**config.mk**
```make
export PLATFORM = sky130hd
export DESIGN_NAME = de2i_150_qsys_nios2_oci_trace_capture_flat
export DESIGN_NICKNAME = d
export VERILOG_FILES = /design/src/rtl/de2i_150_qsys_oci_trace_pkg.sv /design/src/rtl/de2i_150_qsys_nios2_oci_trace_capture_if.sv /design/src/rtl/de2i_150_qsys_oci_trace_fifo.sv /design/src/rtl/de2i_150_qsys_nios2_oci_trace_capture.sv /design/src/flat_wrapper.sv
export SDC_FILE = /design/constraint.sdc
export NUM_CORES = 1
export LEC_CHECK = 0
export BUFFER_PORTS_ARGS = -buffer_cell sky130_fd_sc_hd__buf_4
export CAP_MARGIN = 30
export CORE_AREA = 2 2 234 236
export DETAILED_ROUTE_END_ITERATION = 10
export DIE_AREA = 0 0 236 238
export HOLD_SLACK_MARGIN = 0.15
export PLACE_DENSITY = 0.6
export SLEW_MARGIN = 0
export SYNTH_ARGS = -nofsm -noshare
export SYNTH_HDL_FRONTEND = slang
export SYNTH_SLANG_ARGS = --single-unit
```
**constraint.sdc**
```tcl
create_clock -name clk -period 5.8 [get_ports clk]
set_input_delay 0.87 -clock clk [delete_from_list [all_inputs] [get_ports clk]]
set_output_delay 0.87 -clock clk [all_outputs]
set_load 0.02 [all_outputs]
```
**src/rtl/de2i_150_qsys_oci_trace_pkg.sv**
```systemverilog
// rtl/de2i_150_qsys_oci_trace_pkg.sv - shared types and widths for the OCI DCT trace capture (option: DE2I_150_QSYS_OCI_TRACE_TIMESTAMP_EN)
package de2i_150_qsys_oci_trace_pkg;

   // Capture sequencing: collect entries, then flush, then hold until reset
   typedef enum logic [1:0] {
      CAPTURE = 2'd0,
      DRAIN   = 2'd1,
      DONE    = 2'd2
   } trace_state_e;

   // Width of the optional free-running cycle stamp
   localparam int TS_W = 32;

   // Width of one queued entry: {count, buffer[, stamp]}
   function automatic int entry_w(input int count_w, input int dct_w);
`ifdef DE2I_150_QSYS_OCI_TRACE_TIMESTAMP_EN
      return count_w + dct_w + TS_W;
`else
      return count_w + dct_w;
`endif
   endfunction

endpackage

```
**src/rtl/de2i_150_qsys_nios2_oci_trace_capture_if.sv**
```systemverilog
// rtl/de2i_150_qsys_nios2_oci_trace_capture_if.sv - valid/ready output stream of the trace capture
interface de2i_150_qsys_nios2_oci_trace_capture_if #(
   parameter int ENTRY_W = 34
) ();
   logic               out_valid;
   logic               out_ready;
   logic [ENTRY_W-1:0] out_data;

   // Producer side (the capture block)
   modport master (output out_valid, output out_data, input out_ready);
   // Consumer side
   modport slave  (input out_valid, input out_data, output out_ready);
endinterface

```
**src/rtl/de2i_150_qsys_oci_trace_fifo.sv**
```systemverilog
// rtl/de2i_150_qsys_oci_trace_fifo.sv - synchronous FIFO with registered occupancy and valid
module de2i_150_qsys_oci_trace_fifo #(
   parameter  int DEPTH = 16,
   parameter  int WIDTH = 34,
   localparam int AW    = $clog2(DEPTH),
   localparam int LW    = AW + 1
) (
   input  logic             clk,
   input  logic             rst,
   input  logic             push_i,
   input  logic [WIDTH-1:0] data_i,
   input  logic             pop_i,
   output logic [WIDTH-1:0] data_o,
   output logic             valid_o,
   output logic             full_o,
   output logic             empty_o,
   output logic [LW-1:0]    level_o
);

   localparam logic [LW-1:0] FULL_LVL = LW'(DEPTH);

   logic [WIDTH-1:0] mem_q [DEPTH];
   logic [AW-1:0]    wr_ptr_q;
   logic [AW-1:0]    rd_ptr_q;
   logic [LW-1:0]    level_q;
   logic [LW-1:0]    level_d;
   logic             valid_q;
   logic             do_push;
   logic             do_pop;

   assign full_o  = (level_q == FULL_LVL);
   assign empty_o = (level_q == '0);
   assign do_pop  = pop_i && valid_q;
   // When full, a push is still taken if the head leaves in the same edge
   assign do_push = push_i && (!full_o || do_pop);

   // Next occupancy from the accepted push/pop pair
   always_comb begin
      level_d = level_q;
      case ({do_push, do_pop})
         2'b10:   level_d = level_q + 1'b1;
         2'b01:   level_d = level_q - 1'b1;
         default: level_d = level_q;
      endcase
   end

   // Pointers, occupancy and the registered valid flag
   always_ff @(posedge clk or posedge rst) begin
      if (rst) begin
         wr_ptr_q <= '0;
         rd_ptr_q <= '0;
         level_q  <= '0;
         valid_q  <= 1'b0;
      end else begin
         if (do_push) wr_ptr_q <= wr_ptr_q + 1'b1;
         if (do_pop)  rd_ptr_q <= rd_ptr_q + 1'b1;
         level_q <= level_d;
         valid_q <= (level_d != '0);
      end
   end

   // Entry storage; contents are only observed while valid, so no reset
   always_ff @(posedge clk) begin
      if (do_push) mem_q[wr_ptr_q] <= data_i;
   end

   // Head is masked to zero when empty so a reset FIFO presents all-zero data
   assign data_o  = valid_q ? mem_q[rd_ptr_q] : '0;
   assign valid_o = valid_q;
   assign level_o = level_q;

endmodule

```
**src/rtl/de2i_150_qsys_nios2_oci_trace_capture.sv**
```systemverilog
// rtl/de2i_150_qsys_nios2_oci_trace_capture.sv - DCT trace capture top: event detect, FSM, counters (option: DE2I_150_QSYS_OCI_TRACE_TIMESTAMP_EN)
module de2i_150_qsys_nios2_oci_trace_capture
   import de2i_150_qsys_oci_trace_pkg::*;
#(
   parameter  int DCT_W   = 30,
   parameter  int COUNT_W = 4,
   parameter  int DEPTH   = 16,
   parameter  int DROP_W  = 16,
   localparam int ENTRY_W = entry_w(COUNT_W, DCT_W),
   localparam int LVL_W   = $clog2(DEPTH) + 1
) (
   input  logic               clk,
   input  logic               reset,
   input  logic [DCT_W-1:0]   dct_buffer,
   input  logic [COUNT_W-1:0] dct_count,
   input  logic               test_ending,
   input  logic               test_has_ended,
   de2i_150_qsys_nios2_oci_trace_capture_if.master out_if,
   output logic [LVL_W-1:0]   level,
   output logic               overflow,
   output logic [DROP_W-1:0]  drop_count,
   output logic [DROP_W-1:0]  frame_count,
   output logic               done
);

   trace_state_e       state_q;
   trace_state_e       state_d;
   logic [COUNT_W-1:0] prev_count_q;
   logic               overflow_q;
   logic [DROP_W-1:0]  drop_q;
   logic [DROP_W-1:0]  frame_q;
   logic               done_q;

   logic               count_changed;
   logic               new_ev;
   logic               frame_ev;
   logic               push_req;
   logic               pop;
   logic               drop;
   logic [ENTRY_W-1:0] entry;
   logic [ENTRY_W-1:0] fifo_data;
   logic               fifo_valid;
   logic               fifo_full;
   logic               fifo_empty;
   logic [LVL_W-1:0]   fifo_level;

   // A change of dct_count is either a new entry (nonzero) or a frame wrap (zero)
   assign count_changed = (dct_count != prev_count_q);
   assign new_ev        = count_changed && (dct_count != '0);
   assign frame_ev      = count_changed && (dct_count == '0);
   assign push_req      = (state_q == CAPTURE) && new_ev;
   assign pop           = fifo_valid && out_if.out_ready;
   assign drop          = push_req && fifo_full && !pop;

`ifdef DE2I_150_QSYS_OCI_TRACE_TIMESTAMP_EN
   logic [TS_W-1:0] ts_q;

   // Free-running cycle stamp; the value before the push edge tags the entry
   always_ff @(posedge clk or posedge reset) begin
      if (reset) ts_q <= '0;
      else       ts_q <= ts_q + 1'b1;
   end

   assign entry = {dct_count, dct_buffer, ts_q};
`else
   assign entry = {dct_count, dct_buffer};
`endif

   // Sequencing: the push in the cycle that ends capture is still accepted
   always_comb begin
      state_d = state_q;
      case (state_q)
         CAPTURE: if (test_ending || test_has_ended) state_d = DRAIN;
         DRAIN:   if (fifo_empty && test_has_ended)  state_d = DONE;
         DONE:    state_d = DONE;
         default: state_d = CAPTURE;
      endcase
   end

   // FSM state, previous count, overflow/drop/frame counters and done flag
   always_ff @(posedge clk or posedge reset) begin
      if (reset) begin
         state_q      <= CAPTURE;
         prev_count_q <= '0;
         overflow_q   <= 1'b0;
         drop_q       <= '0;
         frame_q      <= '0;
         done_q       <= 1'b0;
      end else begin
         state_q      <= state_d;
         prev_count_q <= dct_count;
         done_q       <= (state_d == DONE);
         if (drop) begin
            overflow_q <= 1'b1;
            if (drop_q != {DROP_W{1'b1}}) drop_q <= drop_q + 1'b1;
         end
         if (frame_ev && (state_q != DONE)) frame_q <= frame_q + 1'b1;
      end
   end

   de2i_150_qsys_oci_trace_fifo #(
      .DEPTH (DEPTH),
      .WIDTH (ENTRY_W)
   ) u_fifo (
      .clk     (clk),
      .rst     (reset),
      .push_i  (push_req),
      .data_i  (entry),
      .pop_i   (pop),
      .data_o  (fifo_data),
      .valid_o (fifo_valid),
      .full_o  (fifo_full),
      .empty_o (fifo_empty),
      .level_o (fifo_level)
   );

   assign out_if.out_valid = fifo_valid;
   assign out_if.out_data  = fifo_data;
   assign level            = fifo_level;
   assign overflow         = overflow_q;
   assign drop_count       = drop_q;
   assign frame_count      = frame_q;
   assign done             = done_q;

endmodule
```
**src/flat_wrapper.sv**
```systemverilog
// flat-port wrapper written by rule: the top's interface ports become plain ports
module de2i_150_qsys_nios2_oci_trace_capture_flat import de2i_150_qsys_oci_trace_pkg::*;
#(
   parameter  int DCT_W   = 30,
   parameter  int COUNT_W = 4,
   parameter  int DEPTH   = 16,
   parameter  int DROP_W  = 16,
   localparam int ENTRY_W = entry_w(COUNT_W, DCT_W),
   localparam int LVL_W   = $clog2(DEPTH) + 1
)
  (clk, reset, dct_buffer, dct_count, test_ending, test_has_ended, level, overflow, drop_count, frame_count, done, out_if_out_valid, out_if_out_data, out_if_out_ready);
  de2i_150_qsys_nios2_oci_trace_capture_if out_if_i ();
  input  logic clk;
  input  logic reset;
  input  logic [DCT_W-1:0] dct_buffer;
  input  logic [COUNT_W-1:0] dct_count;
  input  logic test_ending;
  input  logic test_has_ended;
  output logic [LVL_W-1:0] level;
  output logic overflow;
  output logic [DROP_W-1:0] drop_count;
  output logic [DROP_W-1:0] frame_count;
  output logic done;
  output wire logic [$bits(out_if_i.out_valid)-1:0] out_if_out_valid;
  output wire logic [$bits(out_if_i.out_data)-1:0] out_if_out_data;
  input wire logic [$bits(out_if_i.out_ready)-1:0] out_if_out_ready;
  assign out_if_out_valid = out_if_i.out_valid;
  assign out_if_out_data = out_if_i.out_data;
  assign out_if_i.out_ready = out_if_out_ready;
  de2i_150_qsys_nios2_oci_trace_capture #(.DCT_W(DCT_W), .COUNT_W(COUNT_W), .DEPTH(DEPTH), .DROP_W(DROP_W)) u_core (.clk(clk), .reset(reset), .dct_buffer(dct_buffer), .dct_count(dct_count), .test_ending(test_ending), .test_has_ended(test_has_ended), .out_if(out_if_i), .level(level), .overflow(overflow), .drop_count(drop_count), .frame_count(frame_count), .done(done));
endmodule
```
## Word level (Yosys, flattened, before mapping)

Memories as Yosys holds them, arrays and structs flattened.
Index checks and enable logic that the tools add are counted.

- Flip-flop bits (word level): 54
- Memory bits (writable): 544
- Bits of input ports: 39
- Output and inout bits: 74
- Word-level logic and storage cells: 53
- Memories kept: 1

Memory list:

| name | words | width | read ports | clocked after Yosys merged registers in | write ports | line | source |
|---|---|---|---|---|---|---|---|
| u_core.u_fifo.mem_q | 16 | 34 | 1 | 0 | 1 | de2i_150_qsys_oci_trace_fifo.sv:22 | `logic [WIDTH-1:0] mem_q [DEPTH];` |

- Add/sub/neg operators: 6
- Equality and inequality tests: 9
- Muxes and demuxes: 7
- Reduce and logical (&&, ||, !) cells: 20

Operator list:

| kind | count |
|---|---|
| $mux W34 | 1 |
| $add A16 B1 Y16 const B | 2 |
| $ne A16 B16 Y1 const B | 1 |
| $logic_and A1 B1 Y1 | 10 |
| $pmux W5 S2 | 1 |
| $add A4 B1 Y4 const B | 2 |
| $eq A2 B2 Y1 const B | 3 |
| $pmux W2 S3 | 1 |
| $add A5 B1 Y5 const B | 1 |
| $eq A5 B5 Y1 const B | 1 |
| $logic_not A5 Y1 | 1 |
| $reduce_bool A5 Y1 | 1 |
| $sub A5 B1 Y5 const B | 1 |
| $eq A2 B1 Y1 const B | 2 |
| $logic_not A4 Y1 | 1 |
| $mux W2 | 2 |
| $ne A4 B4 Y1 | 1 |
| $reduce_bool A4 Y1 | 1 |
| $logic_not A1 Y1 | 2 |
| $logic_not A2 Y1 | 1 |
| $logic_or A1 B1 Y1 | 2 |
| $mux W1 | 2 |
| $ne A2 B2 Y1 const B | 1 |
| $reduce_and A2 Y1 | 1 |

## Logic depth before layout (Yosys ltp)

Gate-level depths: netlist of run 1.

- Depth after elaboration: 7
- Mapped depth: 11
- Gate-level depth less buffers: 11

## Modules after synthesis

From an unflattened synthesis of run 1, not the netlist that was laid out.

- Cells, all modules: 1,053
- Area total of the unflattened synthesis: 23,493.8 µm²

Modules (own cells, without submodules):

| module | times used | cells an instance | area each (µm²) | sequential area each (µm²) |
|---|---|---|---|---|
| de2i_150_qsys_oci_trace_fifo | 1 | 900 | 21,668.3 | 16,686.0 |
| de2i_150_qsys_nios2_oci_trace_capture | 1 | 153 | 1,825.5 | 1,001.0 |

## Least setup slack after synthesis of run 1

OpenSTA, ideal clock, no wires.

- Kind: input port to flip-flop
- Start: input port dct_count[1]
- End: memory u_core.u_fifo.mem_q[3][0] (enable)
- Setup time: 0.467 ns
- Arrival: 4.441 ns
- Required time: 5.333 ns
- Slack: 0.892 ns
- Stages on the path: 6
- Path buffers: 0
- Cell sequence: nor4_1 -> or3_1 -> or2_2 -> a31oi_2 -> nand2_1 -> nor3_1

- Word-level cells in the longest chain between the ends: 6
- Elaborated cells between the ends (all ways): 7
- Classes of those cells: eq/ne (1); mux (2); reduce/logical (4)

RTL lines:

| element | line | source |
|---|---|---|
| start: declaration | flat_wrapper.sv:16 | `input logic [COUNT_W-1:0] dct_count;` |
| $ne A4 B4 Y1 or $reduce_bool A4 Y1 (tied branches) | de2i_150_qsys_nios2_oci_trace_capture.sv:48, de2i_150_qsys_nios2_oci_trace_capture.sv:49 |  |
| $logic_and A1 B1 Y1 * | de2i_150_qsys_nios2_oci_trace_capture.sv:49 | `assign new_ev = count_changed && (dct_count != '0);` |
| $logic_and A1 B1 Y1 * | de2i_150_qsys_nios2_oci_trace_capture.sv:51 | `assign push_req = (state_q == CAPTURE) && new_ev;` |
| $logic_and A1 B1 Y1 * | de2i_150_qsys_oci_trace_fifo.sv:35 | `assign do_push = push_i && (!full_o \|\| do_pop);` |
| $mux W1 * | de2i_150_qsys_oci_trace_fifo.sv:64 | `if (do_push) mem_q[wr_ptr_q] <= data_i;` |
| $mux W1 (implied by the code) * | de2i_150_qsys_oci_trace_fifo.sv:64 |  |
| end: declaration | de2i_150_qsys_oci_trace_fifo.sv:22 |  |

Mark *: on every way between the ends. The rest lies on a longest branch, timed or not.

## Worst setup path in the final report of run 1

- Start: register u_core.u_fifo.rd_ptr_q[0]
- End: output port out_if_out_data[13]

- Word-level cells in the longest chain between the ends: 2

RTL lines:

| element | line | source |
|---|---|---|
| start: declaration | de2i_150_qsys_oci_trace_fifo.sv:24 | `logic [AW-1:0] rd_ptr_q;` |
| start signal: assignment | de2i_150_qsys_oci_trace_fifo.sv:56 | `if (do_pop) rd_ptr_q <= rd_ptr_q + 1'b1;` |
| $mem_v2 Z16 W34 | n/a |  |
| $mux W34 | de2i_150_qsys_oci_trace_fifo.sv:68 | `assign data_o = valid_q ? mem_q[rd_ptr_q] : '0;` |
| end: declaration | flat_wrapper.sv:25 | `output wire logic [$bits(out_if_i.out_data)-1:0] out_if_out_data;` |

No other way between the ends.

==> metrics, run 1 <==
final hold violation count 0; syn avg cell area 22.3 µm²; first-pass GRT wire length 71600 µm; RSZ-0062 raised after global routing no; Synth top area share 0.701; Final nets 1248; Post-DP HPWL 28200 µm; Peak supply drop 0.000252 V; YS warnings 0; largest net degree at the start of global routing 66; Hold-fix buffers, CTS 0; antenna violations before repair 1; Synth cell types 43; Top-Level Pins 113; dominant cell type by area after synthesis edfxtp_1; number of DRC markers in iteration 0 674; drc violations 0; std cell rows 85; Rel. slew slack 0.353; DR vias 10600; WL final 47300 µm; Synth Net Count 1095; setup violators final 0; Post-Syn Area 23300 µm²; sequential group share of total power 0.416; setup TNS 0 ns; grt ovf 0; CTS buffer count 58; Reg2Reg Depth 5; Async SR Flop Fraction 0.0903; critical path fanouts, max 49; core box area 53500 µm²; RR Endpoint u_core.u_fifo.mem_q[7][0]; Worst Setup Start Kind flop; Post-DRT Antenna Nets 0; Clk pwr share 0.303; clk_lat worst skew 0.61 ns; switch share 0.284; CTS clock-pin slew for the worst setup and hold paths 0.06 ns; reg2reg setup slack 2.21 ns; Worst Tran Pin Value 0.968 ns; GRT Overall Usage 0.171; period utilization 0.745; arrival time worst endpoint 3.45 ns; FMAX 231 MHz; n_diodes 0; share of layout cells above drive strength 1 0.348; GP Congestion 0.746; Pleak 8.84 nW; TritonRoute pass-1 iters 5; number of synthesized flops with an enable pin 544; Gate power share 0.281; initial core utilization 0.436; CP Class flop to output port; skew final 0.0114 ns; CTS tree done; Syn-to-layout area delta 16.3%; CTS max path bufs 3; Die Span Y 238 µm; Final Core Density 0.507; post-synthesis sequential area ratio 0.759; switching pwr 3.54 mW; most frequent cells in the layout edfxtp_1 (544), mux4_2 (170), buf_4 (136); vias in the first global route 11000; clock sinks 598; Crit. End Element output port; DR vias/cell 5.48; Resized Gates After CTS 0; launch point of the worst reg-to-reg path u_core.u_fifo.valid_o; Seq cells post-synth 598; Port Buf Inserts 112; Die W 236 µm; status finished, final reports clean; Syn Inst Count 1045; Slew Limit Fails 0; crit path time final 4.32 ns; postcts setup bufs 0; most common cell after layout, fill and taps aside edfxtp_1; Die ar. 56200 µm²; HP Class primary input to async pin; Area contributors post-synth edfxtp_1 (70%), mux4_2 (16%), dfrtp_1 (5.8%); max-cap viol count 0; DR WL/cell 24.4 µm; required time worst endpoint 4.93 ns; PD cells 460 nW/µm²; internal power 8.92 mW; CTS root buf clkbuf_16; Top FF cell, synth edfxtp_1; H-tree depth 2
-- registers in the layout, summed over array words and instances, names as in the netlist --
register	flops
u_core.prev_count_q	4
u_core.frame_count	16
u_core.u_fifo.wr_ptr_q	4
u_core.u_fifo.rd_ptr_q	4
u_core.u_fifo.mem_q	544
u_core.u_fifo.level_o	5
u_core.done	1
u_core.drop_count	16
u_core.overflow	1
u_core.state_q	2
u_core.u_fifo.valid_o	1
-- power by group through the flow --
stage / clock (mW) / combinational (mW) / sequential (mW)
after CTS: 3.87 / 3.61 / 5.20
after global routing: 4.04 / 3.76 / 5.22
after global placement: 0 / 3.53 / 5.31
after detailed placement: 0 / 3.59 / 5.28
final: 3.77 / 3.51 / 5.18
after floorplan: 0 / 2.60 / 5.02
-- worst max-delay path, cell delays in order (launching register included) --
cell     delay, ns
dfrtp_4       0.89
buf_12        0.44
mux4_2        0.61
mux4_2        0.49
and2_1        0.18
buf_4         0.15
-- area by class of cell --
type | count | area, µm²
clock buffer | 76 | 1590
clock inverter | 28 | 312
fill | 4213 | 26400
inverter | 6 | 22.5
multi-input combinational | 393 | 5490
sequential | 598 | 17700
tap | 696 | 871
timing repair buffer | 141 | 1120
-- Yosys cell counts (2+ instances only) --
master	number
nor4b_1	2
nor3_1	6
edfxtp_1	544
or2_2	2
o21ai_0	3
dfrtp_1	54
inv_1	6
nor2_1	23
and4_1	2
and2_1	37
clkbuf_1	23
nand4_1	11
ha_1	10
nand3_1	11
or3_1	2
nand2b_1	4
buf_4	2
a21o_1	2
and3_1	6
buf_2	14
nor4_4	3
mux4_2	170
mux2_2	8
xnor2_1	31
nand2_1	29
xor2_1	8
buf_1	7
a21oi_1	7
buf_6	2
nor4_1	3
-- worst max-delay path by stage --
stage                                         start                          to  slack [ns]  depth (start not counted)
after floorplan                        dct_count[1]   u_core.u_fifo.mem_q[3][0]        0.89                          6
after global placement                 dct_count[3]  u_core.u_fifo.mem_q[7][33]        1.64                          8
after detailed placement               dct_count[3]   u_core.u_fifo.mem_q[7][0]        1.54                          8
after CTS                 u_core.u_fifo.rd_ptr_q[0]         out_if_out_data[15]        1.38                          5
after global routing      u_core.u_fifo.rd_ptr_q[0]         out_if_out_data[15]        1.25                          5
final                     u_core.u_fifo.rd_ptr_q[0]         out_if_out_data[13]        1.48                          5
-- per-layer routing --
layer	track usage	wire (µm)	share of wire
met2	0.282	23700	0.50
met1	0.238	20800	0.44
met3	0.0327	1890	0.040
met4	0.0413	831	0.018
met5	0	13	0.00028
-- through the flow --
step,worst slack (ns),power (mW),instance area (µm²),hold slack [ns],std cells
after floorplan,0.892,7.62,23300,0.453,1045
after global placement,1.64,8.85,25200,0.467,1832
after detailed placement,1.54,8.87,25200,0.465,1833
after CTS,1.38,12.7,27100,0.451,1937
after global routing,1.25,13.0,27100,0.461,1938
final,1.48,12.5,27100,0.451,1938
-- kinds of logic (layout without fill, tap and decap cells) --
group | count (synthesis) | after routing | synth area share
simple gates | 147 | 147 | 0.0364
compound gates | 17 | 17 | 0.00483
fa+ha+maj | 11 | 11 | 0.00623
xor+xnor | 39 | 39 | 0.0147
buf+inv | 54 | 251 | 0.0104
mux | 179 | 179 | 0.169
flops | 598 | 598 | 0.759
Note: power is estimated with default switching activity, not from simulation.
==> run 2, diff against run 1 <==
--- a/config.mk
+++ b/config.mk
@@ -5,13 +5,14 @@
 export SDC_FILE = /design/constraint.sdc
 export NUM_CORES = 1
 export LEC_CHECK = 0
+export ABC_AREA = 1
 export BUFFER_PORTS_ARGS = -buffer_cell sky130_fd_sc_hd__buf_4
 export CAP_MARGIN = 30
-export CORE_AREA = 2 2 234 236
+export CORE_AREA = 2 2 236 238
 export DETAILED_ROUTE_END_ITERATION = 10
-export DIE_AREA = 0 0 236 238
+export DIE_AREA = 0 0 238 240
 export HOLD_SLACK_MARGIN = 0.15
-export PLACE_DENSITY = 0.6
+export PLACE_DENSITY = 0.62
 export SLEW_MARGIN = 0
 export SYNTH_ARGS = -nofsm -noshare
 export SYNTH_HDL_FRONTEND = slang
==> constraint.sdc (replaced) <==
create_clock -name clk -period 3.6 [get_ports clk]
set_input_delay 0.54 -clock clk [delete_from_list [all_inputs] [get_ports clk]]
set_output_delay 0.54 -clock clk [all_outputs]
set_load 0.02 [all_outputs]
==> metrics, run 2 <==
Port Buf Inserts 112 (unchanged); fin cells 2639 (was 1938); register area 17700 µm² (about the same); FMAX 292 MHz; YS warnings 0 (unchanged); clock sinks 598 (unchanged); number of DRC markers in iteration 0 1303 (was 674); dominant cell type by area after synthesis edfxtp_1 (unchanged); Die W 238 µm (was 236 µm); share of layout cells above drive strength 1 0.148 (was 0.348); largest net degree at the start of global routing 175 (was 66); syn avg cell area 13.4 µm² (was 22.3 µm²); Crit-path slowest cell dfrtp_4 (unchanged); TritonRoute pass-1 iters 5 (unchanged); HP Class primary input to flop (was primary input to async pin); period utilization 0.950; most common cell after layout, fill and taps aside edfxtp_1 (unchanged); H-tree depth 2 (unchanged); GRT Overall Usage 0.201 (was 0.171); Syn-to-layout area delta 16.1% (was 16.3%); Pleak 9.29 nW (was 8.84 nW); first-pass GRT wire length 88200 µm (was 71600 µm); Die ar. 57100 µm² (was 56200 µm²); final hold violation count 0 (unchanged); most frequent cells in the layout edfxtp_1 (544), nor2_1 (292), o21ai_0 (277) (was edfxtp_1 (544), mux4_2 (170), buf_4 (136)); commonest cells in the netlist edfxtp_1 (544), nor2_1 (308), o21ai_0 (277), o221ai_1 (95), nand2_1 (77) (was edfxtp_1 (544), mux4_2 (170), dfrtp_1 (54), and2_1 (37), xnor2_1 (31)); Slew Limit Fails 0 (unchanged); DR WL/cell 21.7 µm (was 24.4 µm); setup violators final 0 (unchanged); skew final 0.00982 ns (was 0.0114 ns); Crit. End Element output port (unchanged); Area contributors post-synth edfxtp_1 (68%), o21ai_0 (5.8%), dfrtp_1 (5.7%) (was edfxtp_1 (70%), mux4_2 (16%), dfrtp_1 (5.8%)); Final Cell Area 27700 µm² (was 27100 µm²); Syn Inst Count 1778 (was 1045); CTS root buf clkbuf_16 (unchanged); Setup WS post-layout 0.181 ns (was 1.48 ns); Seq cells post-synth 598 (unchanged); post-synthesis sequential area ratio 0.741 (was 0.759); critical path fanouts, max 46 (was 49); CTS clock-pin slew for the worst setup and hold paths 0.06 ns (about the same); PD cells 788 nW/µm² (was 460 nW/µm²); CTS tree done (unchanged); Synth Net Count 1828 (was 1095); Post-DP HPWL 31300 µm (was 28200 µm); clk_lat worst skew 0.62 ns (was 0.61 ns); max reg flops 544 (unchanged); Top FF cell, synth edfxtp_1 (unchanged); largest register by flop count u_core.u_fifo.mem_q (unchanged); max-cap viol count 0 (unchanged); Fillers 4641 (was 4213); max incr delay on CP 0.53 ns (was 0.89 ns); Setup Slack @ Placement 0.806 ns (was 1.54 ns); Final nets 1937 (was 1248); count leader, synth edfxtp_1 (unchanged); initial core utilization 0.436 (about the same); CP most frequent cell buf_4 (was mux4_2); setup TNS 0 ns (unchanged); CTS buffer count 61 (was 58); status finished, final reports clean (unchanged); Die Span Y 240 µm (was 238 µm); DP Area 25800 µm² (was 25200 µm²); std cell rows 86 (was 85); CP Class flop to output port (unchanged); Worst Tran Pin Value 0.880 ns (was 0.968 ns); core box area 54700 µm² (was 53500 µm²); area of the multi-input gates 5600 µm² (was 5490 µm²); Rel. slew slack 0.413 (was 0.353); Synth top area share 0.685 (was 0.701); Async SR Flop Fraction 0.0903 (unchanged); DR vias 15200 (was 10600); number of synthesized flops with an enable pin 544 (unchanged); arrival time worst endpoint 2.88 ns (was 3.45 ns); Peak supply drop 0.000606 V (was 0.000252 V); WL final 57200 µm (was 47300 µm); grt ovf 0 (unchanged); RSZ-0062 raised after global routing no (unchanged); CTS max path bufs 3 (unchanged); placed insts 2523 (was 1833); Synth cell types 42 (was 43); Top-Level Pins 113 (unchanged); antenna violations before repair 0 (was 1); crit path time final 3.42 ns; DR vias/cell 5.75 (was 5.48); Post-Syn Area 23900 µm² (was 23300 µm²); drc violations 0 (unchanged); vias in the first global route 14900 (was 11000); critical path's top delay family buffers and inverters (was multiplexers); GP Congestion 0.789 (was 0.746); CP bufs+invs 4 (was 2); Worst Setup Start Kind flop (unchanged); crit-path cells inv_6, buf_12, buf_4, o21ai_0, o221ai_1, nand3_1, a21oi_1, buf_4 (was buf_12, mux4_2, mux4_2, and2_1, buf_4); Post-DRT Antenna Nets 0 (unchanged); n_diodes 0 (unchanged); required time worst endpoint 3.06 ns (was 4.93 ns)
[run 2: changes by cell type in the layout (fill, tap and decap cells not counted), sizes merged, moves of 42 or more]
cell and delta:
nand2 +55, mux4 -170, o21ai +277, nor2 +292, o211ai +42, o221ai +95
[run 2: cell families after synthesis]
group / Yosys count / synth area share
flip-flops: 598 / 0.741
adder cells (fa/ha/maj): 11 / 0.00608
XOR/XNOR: 36 / 0.0135
AO/OA/AOI/OAI: 499 / 0.128
AND/OR/NAND/NOR: 473 / 0.0826
buffers and inverters: 161 / 0.0289
[run 2: layout make-up]
cell class / instances / area share
Clock buffer: 85 / 0.0606
Inverter: 45 / 0.00641
Multi-Input combinational cell: 1019 / 0.202
Tap cell: 704 / 0.0318
Timing Repair Buffer: 162 / 0.0528
Sequential cell: 598 / 0.639
Clock inverter: 26 / 0.00709
[run 2: per-stage QoR]
step	utilization	power (mW)	hold WS (ns)
final	0.507	21.8	0.209
after global placement	0.471	15.9	0.466
after floorplan	-	13.1	0.504
after detailed placement	0.471	16.0	0.467
after CTS	0.507	22.0	0.185
after global routing	0.507	23.0	0.208
[run 2: power by group]
group | switching, mW | internal [mW]
Clock | 2.54 | 3.44
Combinational | 5.02 | 2.43
Sequential | 0.338 | 8.07
[run 2: worst register-to-register path, stage by stage, from the launching register on]
cell and delay (ns):
dfrtp_1 0.40, nand2_2 0.10, inv_1 0.22, nor2_1 0.09, nand2_2 0.11, inv_2 0.07
nor2_4 0.21, nand2_1 0.30, nor2_4 0.50, buf_12 0.27
[run 2: final timing paths]
| check | startpoint | end | slack [ns] | depth (start not counted) |
|---|---|---|---|---|
| setup / recovery | u_core.u_fifo.rd_ptr_q[0] | out_if_out_data[22] | 0.18 | 8 |
| hold / removal | test_ending | u_core.state_q[0] | 0.21 | 3 |
| setup reg to reg | u_core.u_fifo.valid_o | u_core.u_fifo.mem_q[9][11] | 1.02 | 9 |
| min in group asynchronous | reset | u_core.frame_count[10] | 0.65 | 3 |
| hold reg to reg | u_core.frame_count[15] | u_core.frame_count[15] | 0.48 | 1 |
| max in group asynchronous | reset | u_core.drop_count[13] | 2.22 | 4 |
[run 2: what timing repair did]
item / in CTS / in global routing
hold endpoints to repair: 42 / 0
hold buffers: 5 / 0
setup endpoints to repair: 0 / 1
buffers inserted: 0 / 0
gates resized for setup: 0 / 1
[run 2: routing by layer]
metal / global-route usage / part of all wire / vias to the layer above
met4: 0.0631 / 0.023 / 0
met5: 0 / 0 / -
met3: 0.0421 / 0.079 / 92
met1: 0.284 / 0.44 / 7585
li1: - / - / 6888
met2: 0.313 / 0.46 / 604
